<file path="src/rtl/serial_pe_feeder_if.sv">
// serial_pe_feeder_if
//   Bundles the two 1-cycle-latency buffer read ports (neuron, weight) and
//   the operand/control bus toward the serial PE.
//   master : the feeder (drives read strobes/addresses and PE operands)
//   slave  : buffers + PE side (returns read data, consumes PE operands)
//   Signals: n_rd_en/n_addr/n_rdata, w_rd_en/w_addr/w_rdata,
//            pe_neuron/pe_weight (16b), pe_ctl (2b), pe_vld.
interface serial_pe_feeder_if #(
  parameter int ADDR_W = 16
);
  logic              n_rd_en;
  logic [ADDR_W-1:0] n_addr;
  logic [15:0]       n_rdata;
  logic              w_rd_en;
  logic [ADDR_W-1:0] w_addr;
  logic [15:0]       w_rdata;
  logic [15:0]       pe_neuron;
  logic [15:0]       pe_weight;
  logic [1:0]        pe_ctl;
  logic              pe_vld;

  modport master (
    output n_rd_en, n_addr, w_rd_en, w_addr,
    output pe_neuron, pe_weight, pe_ctl, pe_vld,
    input  n_rdata, w_rdata
  );

  modport slave (
    input  n_rd_en, n_addr, w_rd_en, w_addr,
    input  pe_neuron, pe_weight, pe_ctl, pe_vld,
    output n_rdata, w_rdata
  );
endinterface

</file>
<file path="src/rtl/serial_pe_feeder.sv">
// serial_pe_feeder
//   Operand sequencer upstream of the serial PE. A start launches out_num
//   dot products of vec_len elements; one neuron/weight pair is read per
//   non-stalled cycle and forwarded to the PE with first/last flags that
//   line up with the returned buffer data. done pulses when the PE result
//   is valid.
// Ports:
//   clk, rst_n      : clock, asynchronous active-low reset
//   i_start         : job launch (ignored unless idle)
//   i_vec_len       : elements per dot product (latched)
//   i_out_num       : number of dot products (latched)
//   i_n_base/i_w_base : neuron / weight base addresses (latched)
//   i_stall         : suppresses the read in the current issue cycle
//   bus             : buffer read ports and PE operand bus (master side)
//   o_busy, o_done, o_err : job status
// Configuration macro:
//   SERIAL_PE_FEED_ERR_EN : when defined, a zero-length start pulses o_err
//                           together with o_done; otherwise o_err is 0.
module serial_pe_feeder #(
  parameter int ADDR_W = 16,
  parameter int LEN_W  = 10,
  parameter int OUT_W  = 8
) (
  input  logic              clk,
  input  logic              rst_n,
  input  logic              i_start,
  input  logic [LEN_W-1:0]  i_vec_len,
  input  logic [OUT_W-1:0]  i_out_num,
  input  logic [ADDR_W-1:0] i_n_base,
  input  logic [ADDR_W-1:0] i_w_base,
  input  logic              i_stall,
  serial_pe_feeder_if.master bus,
  output logic              o_busy,
  output logic              o_done,
  output logic              o_err
);

  typedef enum logic [1:0] {
    ST_IDLE  = 2'd0,
    ST_ISSUE = 2'd1,
    ST_DRAIN = 2'd2,
    ST_FIN   = 2'd3
  } state_t;

  localparam logic [LEN_W-1:0]  LEN_ONE  = {{(LEN_W-1){1'b0}}, 1'b1};
  localparam logic [OUT_W-1:0]  OUT_ONE  = {{(OUT_W-1){1'b0}}, 1'b1};
  localparam logic [ADDR_W-1:0] ADDR_ONE = {{(ADDR_W-1){1'b0}}, 1'b1};

  state_t            r_state;
  state_t            w_state_nxt;
  logic              w_issue;
  logic              w_zero_len;
  logic              w_accept;
  logic              w_first_i;
  logic              w_last_i;
  logic              w_last_o;

  logic [LEN_W-1:0]  r_len;
  logic [OUT_W-1:0]  r_num;
  logic [ADDR_W-1:0] r_n_base;
  logic [ADDR_W-1:0] r_n_ptr;
  logic [ADDR_W-1:0] r_w_ptr;
  logic [LEN_W-1:0]  r_i;
  logic [OUT_W-1:0]  r_o;
  logic              r_pe_vld;
  logic [1:0]        r_pe_ctl;
  logic              r_busy;
  logic              r_done;
  logic              r_err;

  assign w_zero_len = (i_vec_len == {LEN_W{1'b0}}) || (i_out_num == {OUT_W{1'b0}});
  assign w_accept   = (r_state == ST_IDLE) && i_start && !w_zero_len;
  assign w_first_i  = (r_i == {LEN_W{1'b0}});
  assign w_last_i   = (r_i == (r_len - LEN_ONE));
  assign w_last_o   = (r_o == (r_num - OUT_ONE));

  // State register.
  always_ff @(posedge clk or negedge rst_n) begin
    if (!rst_n) begin
      r_state <= ST_IDLE;
    end else begin
      r_state <= w_state_nxt;
    end
  end

  // Next-state decode and read-strobe generation; stall only gates the issue cycle.
  always_comb begin
    w_state_nxt = r_state;
    w_issue     = 1'b0;
    case (r_state)
      ST_IDLE: begin
        if (i_start) begin
          w_state_nxt = w_zero_len ? ST_FIN : ST_ISSUE;
        end else begin
          w_state_nxt = ST_IDLE;
        end
      end
      ST_ISSUE: begin
        if (!i_stall) begin
          w_issue = 1'b1;
          if (w_last_i && w_last_o) begin
            w_state_nxt = ST_DRAIN;
          end else begin
            w_state_nxt = ST_ISSUE;
          end
        end else begin
          w_state_nxt = ST_ISSUE;
        end
      end
      ST_DRAIN: w_state_nxt = ST_FIN;
      ST_FIN:   w_state_nxt = ST_IDLE;
      default:  w_state_nxt = ST_IDLE;
    endcase
  end

  // Job parameters, element/output counters and running address pointers.
  // The neuron pointer rewinds to the base at each row end; the weight
  // pointer never rewinds, so rows are contiguous without a multiplier.
  always_ff @(posedge clk or negedge rst_n) begin
    if (!rst_n) begin
      r_len    <= {LEN_W{1'b0}};
      r_num    <= {OUT_W{1'b0}};
      r_n_base <= {ADDR_W{1'b0}};
      r_n_ptr  <= {ADDR_W{1'b0}};
      r_w_ptr  <= {ADDR_W{1'b0}};
      r_i      <= {LEN_W{1'b0}};
      r_o      <= {OUT_W{1'b0}};
    end else if (w_accept) begin
      r_len    <= i_vec_len;
      r_num    <= i_out_num;
      r_n_base <= i_n_base;
      r_n_ptr  <= i_n_base;
      r_w_ptr  <= i_w_base;
      r_i      <= {LEN_W{1'b0}};
      r_o      <= {OUT_W{1'b0}};
    end else if (w_issue) begin
      r_w_ptr <= r_w_ptr + ADDR_ONE;
      if (w_last_i) begin
        r_i     <= {LEN_W{1'b0}};
        r_n_ptr <= r_n_base;
        r_o     <= r_o + OUT_ONE;
      end else begin
        r_i     <= r_i + LEN_ONE;
        r_n_ptr <= r_n_ptr + ADDR_ONE;
      end
    end else begin
      r_i <= r_i;
    end
  end

  // PE qualifiers are delayed one cycle to align with buffer read data;
  // status flags are registered from the next state.
  always_ff @(posedge clk or negedge rst_n) begin
    if (!rst_n) begin
      r_pe_vld <= 1'b0;
      r_pe_ctl <= 2'b00;
      r_busy   <= 1'b0;
      r_done   <= 1'b0;
      r_err    <= 1'b0;
    end else begin
      r_pe_vld <= w_issue;
      r_pe_ctl <= w_issue ? {w_last_i, w_first_i} : 2'b00;
      r_busy   <= (w_state_nxt != ST_IDLE);
      r_done   <= (w_state_nxt == ST_FIN);
`ifdef SERIAL_PE_FEED_ERR_EN
      // FIN reached straight from IDLE only for a zero-length start.
      r_err    <= (r_state == ST_IDLE) && (w_state_nxt == ST_FIN);
`else
      r_err    <= 1'b0;
`endif
    end
  end

  assign bus.n_rd_en   = w_issue;
  assign bus.w_rd_en   = w_issue;
  assign bus.n_addr    = w_issue ? r_n_ptr : {ADDR_W{1'b0}};
  assign bus.w_addr    = w_issue ? r_w_ptr : {ADDR_W{1'b0}};
  assign bus.pe_neuron = bus.n_rdata;
  assign bus.pe_weight = bus.w_rdata;
  assign bus.pe_vld    = r_pe_vld;
  assign bus.pe_ctl    = r_pe_ctl;
  assign o_busy        = r_busy;
  assign o_done        = r_done;
  assign o_err         = r_err;

endmodule

</file>
<file path="src/flat_wrapper.sv">
// flat-port wrapper written by rule: the top's interface ports become plain ports
module serial_pe_feeder_flat 
#(
  parameter int ADDR_W = 16,
  parameter int LEN_W  = 10,
  parameter int OUT_W  = 8
)
  (clk, rst_n, i_start, i_vec_len, i_out_num, i_n_base, i_w_base, i_stall, o_busy, o_done, o_err, bus_n_rd_en, bus_n_addr, bus_w_rd_en, bus_w_addr, bus_pe_neuron, bus_pe_weight, bus_pe_ctl, bus_pe_vld, bus_n_rdata, bus_w_rdata);
  serial_pe_feeder_if #(.ADDR_W(ADDR_W)) bus_i ();
  input  logic clk;
  input  logic rst_n;
  input  logic i_start;
  input  logic [LEN_W-1:0] i_vec_len;
  input  logic [OUT_W-1:0] i_out_num;
  input  logic [ADDR_W-1:0] i_n_base;
  input  logic [ADDR_W-1:0] i_w_base;
  input  logic i_stall;
  output logic o_busy;
  output logic o_done;
  output logic o_err;
  output wire logic [$bits(bus_i.n_rd_en)-1:0] bus_n_rd_en;
  output wire logic [$bits(bus_i.n_addr)-1:0] bus_n_addr;
  output wire logic [$bits(bus_i.w_rd_en)-1:0] bus_w_rd_en;
  output wire logic [$bits(bus_i.w_addr)-1:0] bus_w_addr;
  output wire logic [$bits(bus_i.pe_neuron)-1:0] bus_pe_neuron;
  output wire logic [$bits(bus_i.pe_weight)-1:0] bus_pe_weight;
  output wire logic [$bits(bus_i.pe_ctl)-1:0] bus_pe_ctl;
  output wire logic [$bits(bus_i.pe_vld)-1:0] bus_pe_vld;
  input wire logic [$bits(bus_i.n_rdata)-1:0] bus_n_rdata;
  input wire logic [$bits(bus_i.w_rdata)-1:0] bus_w_rdata;
  assign bus_n_rd_en = bus_i.n_rd_en;
  assign bus_n_addr = bus_i.n_addr;
  assign bus_w_rd_en = bus_i.w_rd_en;
  assign bus_w_addr = bus_i.w_addr;
  assign bus_pe_neuron = bus_i.pe_neuron;
  assign bus_pe_weight = bus_i.pe_weight;
  assign bus_pe_ctl = bus_i.pe_ctl;
  assign bus_pe_vld = bus_i.pe_vld;
  assign bus_i.n_rdata = bus_n_rdata;
  assign bus_i.w_rdata = bus_w_rdata;
  serial_pe_feeder #(.ADDR_W(ADDR_W), .LEN_W(LEN_W), .OUT_W(OUT_W)) u_core (.clk(clk), .rst_n(rst_n), .i_start(i_start), .i_vec_len(i_vec_len), .i_out_num(i_out_num), .i_n_base(i_n_base), .i_w_base(i_w_base), .i_stall(i_stall), .bus(bus_i), .o_busy(o_busy), .o_done(o_done), .o_err(o_err));
endmodule
</file>
<file path="config.mk">
export PLATFORM = sky130hd
export DESIGN_NAME = serial_pe_feeder_flat
export DESIGN_NICKNAME = d
export VERILOG_FILES = /design/src/rtl/serial_pe_feeder_if.sv /design/src/rtl/serial_pe_feeder.sv /design/src/flat_wrapper.sv
export SDC_FILE = /design/constraint.sdc
export NUM_CORES = 1
export LEC_CHECK = 0
export ABC_AREA = 1
export BUFFER_PORTS_ARGS = -buffer_cell sky130_fd_sc_hd__buf_2
export CORE_UTILIZATION = 58
export CTS_CLUSTER_SIZE = 25
export DETAILED_ROUTE_END_ITERATION = 7
export GPL_ROUTABILITY_DRIVEN = 0
export GPL_TIMING_DRIVEN = 0
export PLACE_DENSITY = 0.84
export SLEW_MARGIN = 25
export SYNTH_ARGS = -nofsm -noshare
export SYNTH_HDL_FRONTEND = slang
export SYNTH_SLANG_ARGS = --single-unit
</file>
<file path="constraint.sdc">
create_clock -name clk -period 6.16 [get_ports clk]
set_clock_uncertainty 0.2 [all_clocks]
set_input_delay 1.232 -clock clk [delete_from_list [all_inputs] [get_ports clk]]
set_output_delay 1.232 -clock clk [all_outputs]
set_load 0.02 [all_outputs]
</file>
**Word level (Yosys, flattened, before mapping)**

Index checks and enable logic that the tools add are counted.
W data, S select, Z words.

- Output and inout bits: 72
- Word-level logic and storage cells: 58
- Bits of input ports: 86
- Register bits after elaboration: 91

- Multiplexer cells: 21
- Reduce and logical (&&, ||, !) cells: 13
- $add $sub $neg: 6
- Equal/unequal tests: 6

Operator list:

| operator | number |
|---|---|
| $mux W16 | 7 |
| $add A16 B1 Y16 const B | 2 |
| $mux W10 | 3 |
| $mux W8 | 3 |
| $logic_not A10 Y1 | 2 |
| $add A10 B1 Y10 const B | 1 |
| $eq A10 B10 Y1 | 1 |
| $mux W2 | 5 |
| $sub A10 B1 Y10 const B | 1 |
| $add A8 B1 Y8 const B | 1 |
| $eq A8 B8 Y1 | 1 |
| $logic_not A8 Y1 | 1 |
| $pmux W2 S4 | 1 |
| $sub A8 B1 Y8 const B | 1 |
| $eq A2 B2 Y1 const B | 3 |
| $reduce_bool A2 Y1 | 3 |
| $logic_and A1 B1 Y1 | 3 |
| $eq A2 B1 Y1 const B | 1 |
| $logic_not A2 Y1 | 1 |
| $mux W1 | 2 |
| $reduce_and A2 Y1 | 1 |
| $logic_not A1 Y1 | 1 |
| $logic_or A1 B1 Y1 | 1 |

**Depth between registers and ports, before layout**

- Depth after elaboration: 7
- Depth in mapped cells: 16
- Depth with buffers taken out: 16

**Worst setup path before layout**

No wires, ideal clock.

- Path kind: input port to output port
- From: input i_stall
- To: output bus_w_rd_en
- Stages on the path: 5
- Path buffers: 2
- Data arrival time: 2225 ps
- Setup slack: 2503 ps
- Required time: 4728 ps
- Cells stage by stage: inv_1 > nand2_1 > inv_1 > clkbuf_1 > buf_4

- Longest elaborated chain between the ends: 2

RTL lines:

| what | line | source |
|---|---|---|
| start, declared | flat_wrapper.sv:17 | `input logic i_stall;` |
| $mux W1 | serial_pe_feeder.sv:99 | `if (!i_stall) begin` |
| $mux W1 | serial_pe_feeder.sv:90 | `case (r_state)` |
| end, declared | flat_wrapper.sv:23 | `output wire logic [$bits(bus_i.w_rd_en)-1:0] bus_w_rd_en;` |

Every way passes these cells.

**Worst setup path in the final report**

Ends and elaborated chain as after synthesis.

==> run_results.csv <==
group,metric,value,unit
clock_tree,clk-insertion-delay-late,0.36,ns
clock_tree,clk_root_buffer_cell,"clkbuf_8",
synthesis,yosys_most_used_dff,"dfrtp_1",
setup_path,crit-reg2reg-launch,"u_core.r_len[0]",
clock_tree,ctsLongestPathBuffers,2,
power_and_ir_drop,p_per_area,376,nW/um2
synthesis,synth_warnings,0,
min_path,min_from,"u_core.r_n_base[8]",
synthesis,syn_nets,949,
setup_path,timing.rr.end,"u_core.r_o[6]",
finish,nFillCells,906,
routing,wl_per_cell,13.1,um
floorplanning,die_h,105,um
timing,rsz0062_at_grt,"false",
routing,drc,0,
outcome,status,"completed",
setup_path,r2r_setup_slack,3.50,ns
synthesis,yosys.cell_count.top_type,"nand2_1",
timing,hold_violations,0,
setup_path,required,4.73,ns
setup_path,start_kind,"primary input",
synthesis,ys_types,42,
setup_path,critPathMaxFanout,12,
routing,routed_via_density,5.14,
synthesis,ys_seq_elements,91,
clock_tree,postCtsSetupBuffers,0,
setup_path,path_class,"primary input to primary output",
synthesis,synth_area_leaders,"dfrtp_1 37%, nand2_1 13%, inv_1 7.4%",
routing,drtIter0Drc,327,
timing,worst_pin_slew,0.699,ns
clock_tree,cts_tree,"built",
synthesis,syn_area,6120,um2
setup_path,reg2regPathDepth,14,
floorplanning,core_area,10300,um2
routing,firstDrtPassIters,5,
routing,antenna_left,0,
timing,max_slew_margin,53.4,%
synthesis,synth_top_area_cell,"dfrtp_1",
clock_tree,cts_max_level,3,
grt,gr-usage-all-layers,28.3,%
floorplanning,num_io_pins,158,
setup_path,end_kind,"primary output",
power_and_ir_drop,totalPowerFinal,2.69,mW
power_and_ir_drop,vdd_drop_max,0.000216,V
setup_path,crit_start,"i_stall",
timing,fin_tns_setup,0,ns
synthesis,synth_top_area_share,37.2,%
synthesis,syn_avg_cell_area,7.15,um2
grt,grt_pass1_wl,25.0,mm
grt,grt_start_max_net_pins,67,
clock_tree,hold_buffers,0,
grt,grt_pass1_vias,5416,
synthesis,synth-edff-count,0,
routing,vias,5829,
clock_tree,cts_buffers,9,
timing,min_period_over_period,68.0,%
synthesis,async_flop_share,100,%
placement,dp_hpwl,11.2,mm
synthesis,synth_commonest_cells,"213 x nand2_1, 121 x inv_1, 95 x nor2_1, 91 x dfrtp_1, 58 x nand3_1",
routing,routed_wl,14.9,mm
grt,grt_overflow,0,
floorplanning,die_width,105,um
clock_tree,cts.sinks,91,
synthesis,netlist_instances,856,
timing,setup_viol,0,
floorplanning,initial_utilization,59.6,%
grt,antenna_found_initial,0,
min_path,hold_path.class,"register to register",
timing,fin_crit,4.19,ns
timing,max_freq,239,MHz
placement,port-buffer-count,124,
power_and_ir_drop,p_leak,3.93,nW
floorplanning,dieArea,11000,um2
synthesis,synth.yosys.seq_area_share,37.2,%
finish,area_delta_synth_final,16.6,%
flow_run,cap_violations,0,
finish,drive_gt1_share,23.8,%
clock_tree,clk_pin_slew_worst_paths,0.09,ns
finish,diodes,0,
setup_path,crit_end,"bus_w_rd_en",
clock_tree,cts_resized,0,
timing,drv_slew,0,
finish,nets,1085,
floorplanning,rows,37,
setup_path,cp.arrival,2.76,ns
report_power, final:
| group | switching, mW | total, mW | internal (mW) |
|---|---|---|---|
| Combinational | 0.804 | 1.28 | 0.474 |
| Sequential | 0.198 | 1.00 | 0.802 |
| Clock | 0.213 | 0.410 | 0.197 |
state kept, by name (all words and copies together), names as in the netlist:
register,count
u_core.o_done,1
u_core.r_w_ptr,16
u_core.bus.pe_vld,1
u_core.r_num,8
u_core.r_len,10
u_core.r_n_base,16
u_core.r_n_ptr,16
u_core.r_i,10
u_core.bus.pe_ctl,2
u_core.r_state,2
u_core.r_o,8
u_core.o_busy,1
kinds of logic after synthesis:
logic type	after synthesis	synth area share, %
compound gates	96	9.72
xor+xnor	46	6.58
fa+ha+maj	7	1.43
buf+inv	187	14.0
flops	91	37.2
other cells	1	0.0612
simple gates	428	31.1
routing by layer:
layer	global-route usage, %	vias to the layer above	routed length [um]
li1	-	2914	-
met1	37.9	2688	6410
met2	47.7	202	7220
met3	4.05	25	976
met4	8.75	0	256
met5	0	-	0
area by class of cell:
type                    count  area (um2)  area share [%]
multi-input cells         578        2990            41.9
flip-flops and latches     91        2280            31.9
repair buffers            125         654            9.16
inverters                 126         473            6.62
plain buffers              61         382            5.34
well taps                 136         170            2.38
clock buffers              11         141            1.98
clock inverters             5        52.6           0.736
worst min-delay path by stage:
stage | slack, ns | end | cells past startpoint
finish | 0.29 | u_core.r_n_base[8] | 2
global route | 0.33 | u_core.r_n_base[4] | 2
CTS | 0.29 | u_core.r_n_base[8] | 2
detailed placement | 0.27 | u_core.r_n_base[8] | 2
global placement | 0.26 | u_core.r_n_base[4] | 2
floorplan | 0.24 | u_core.r_n_base[8] | 2
worst max-delay path, cell delays in order:
cell and delay, ns:
buf_2 0.10, inv_1 0.06, nand2_1 0.15, inv_1 0.27, clkbuf_1 0.58, buf_4 0.21, buf_2 0.15
layout by cell type, fill, tap and decap left out, types with 7 or more instances in the layout:
cell type  Yosys  final
buf_2          5    128
clkbuf_1      16     17
nand2_2       11     11
nor2_1        95     95
inv_1        121    121
nand3_2        9      9
a21oi_1       11     11
o21ai_0       46     46
a21oi_2        9      9
o21ai_2        7      7
xor2_1        35     35
nand4_1       10     10
nand2_1      213    213
xnor2_1       11     11
ha_1           7      7
nor3_1        13     13
dfrtp_1       91     91
buf_4         34     34
nand3_1       58     58
clkbuf_8       0     10
metrics by stage:
step	std cells	utilization [%]	cell area, um2	setup WS [ns]	hold WS, ns
floorplan	856	-	6120	2.50	0.244
global placement	1116	67.3	6920	1.97	0.258
detailed placement	1117	67.6	6950	1.98	0.267
CTS	1133	69.5	7140	1.98	0.287
global route	1133	69.5	7140	1.86	0.332
finish	1133	69.5	7140	1.97	0.287
(Power assumes the default switching activity.)
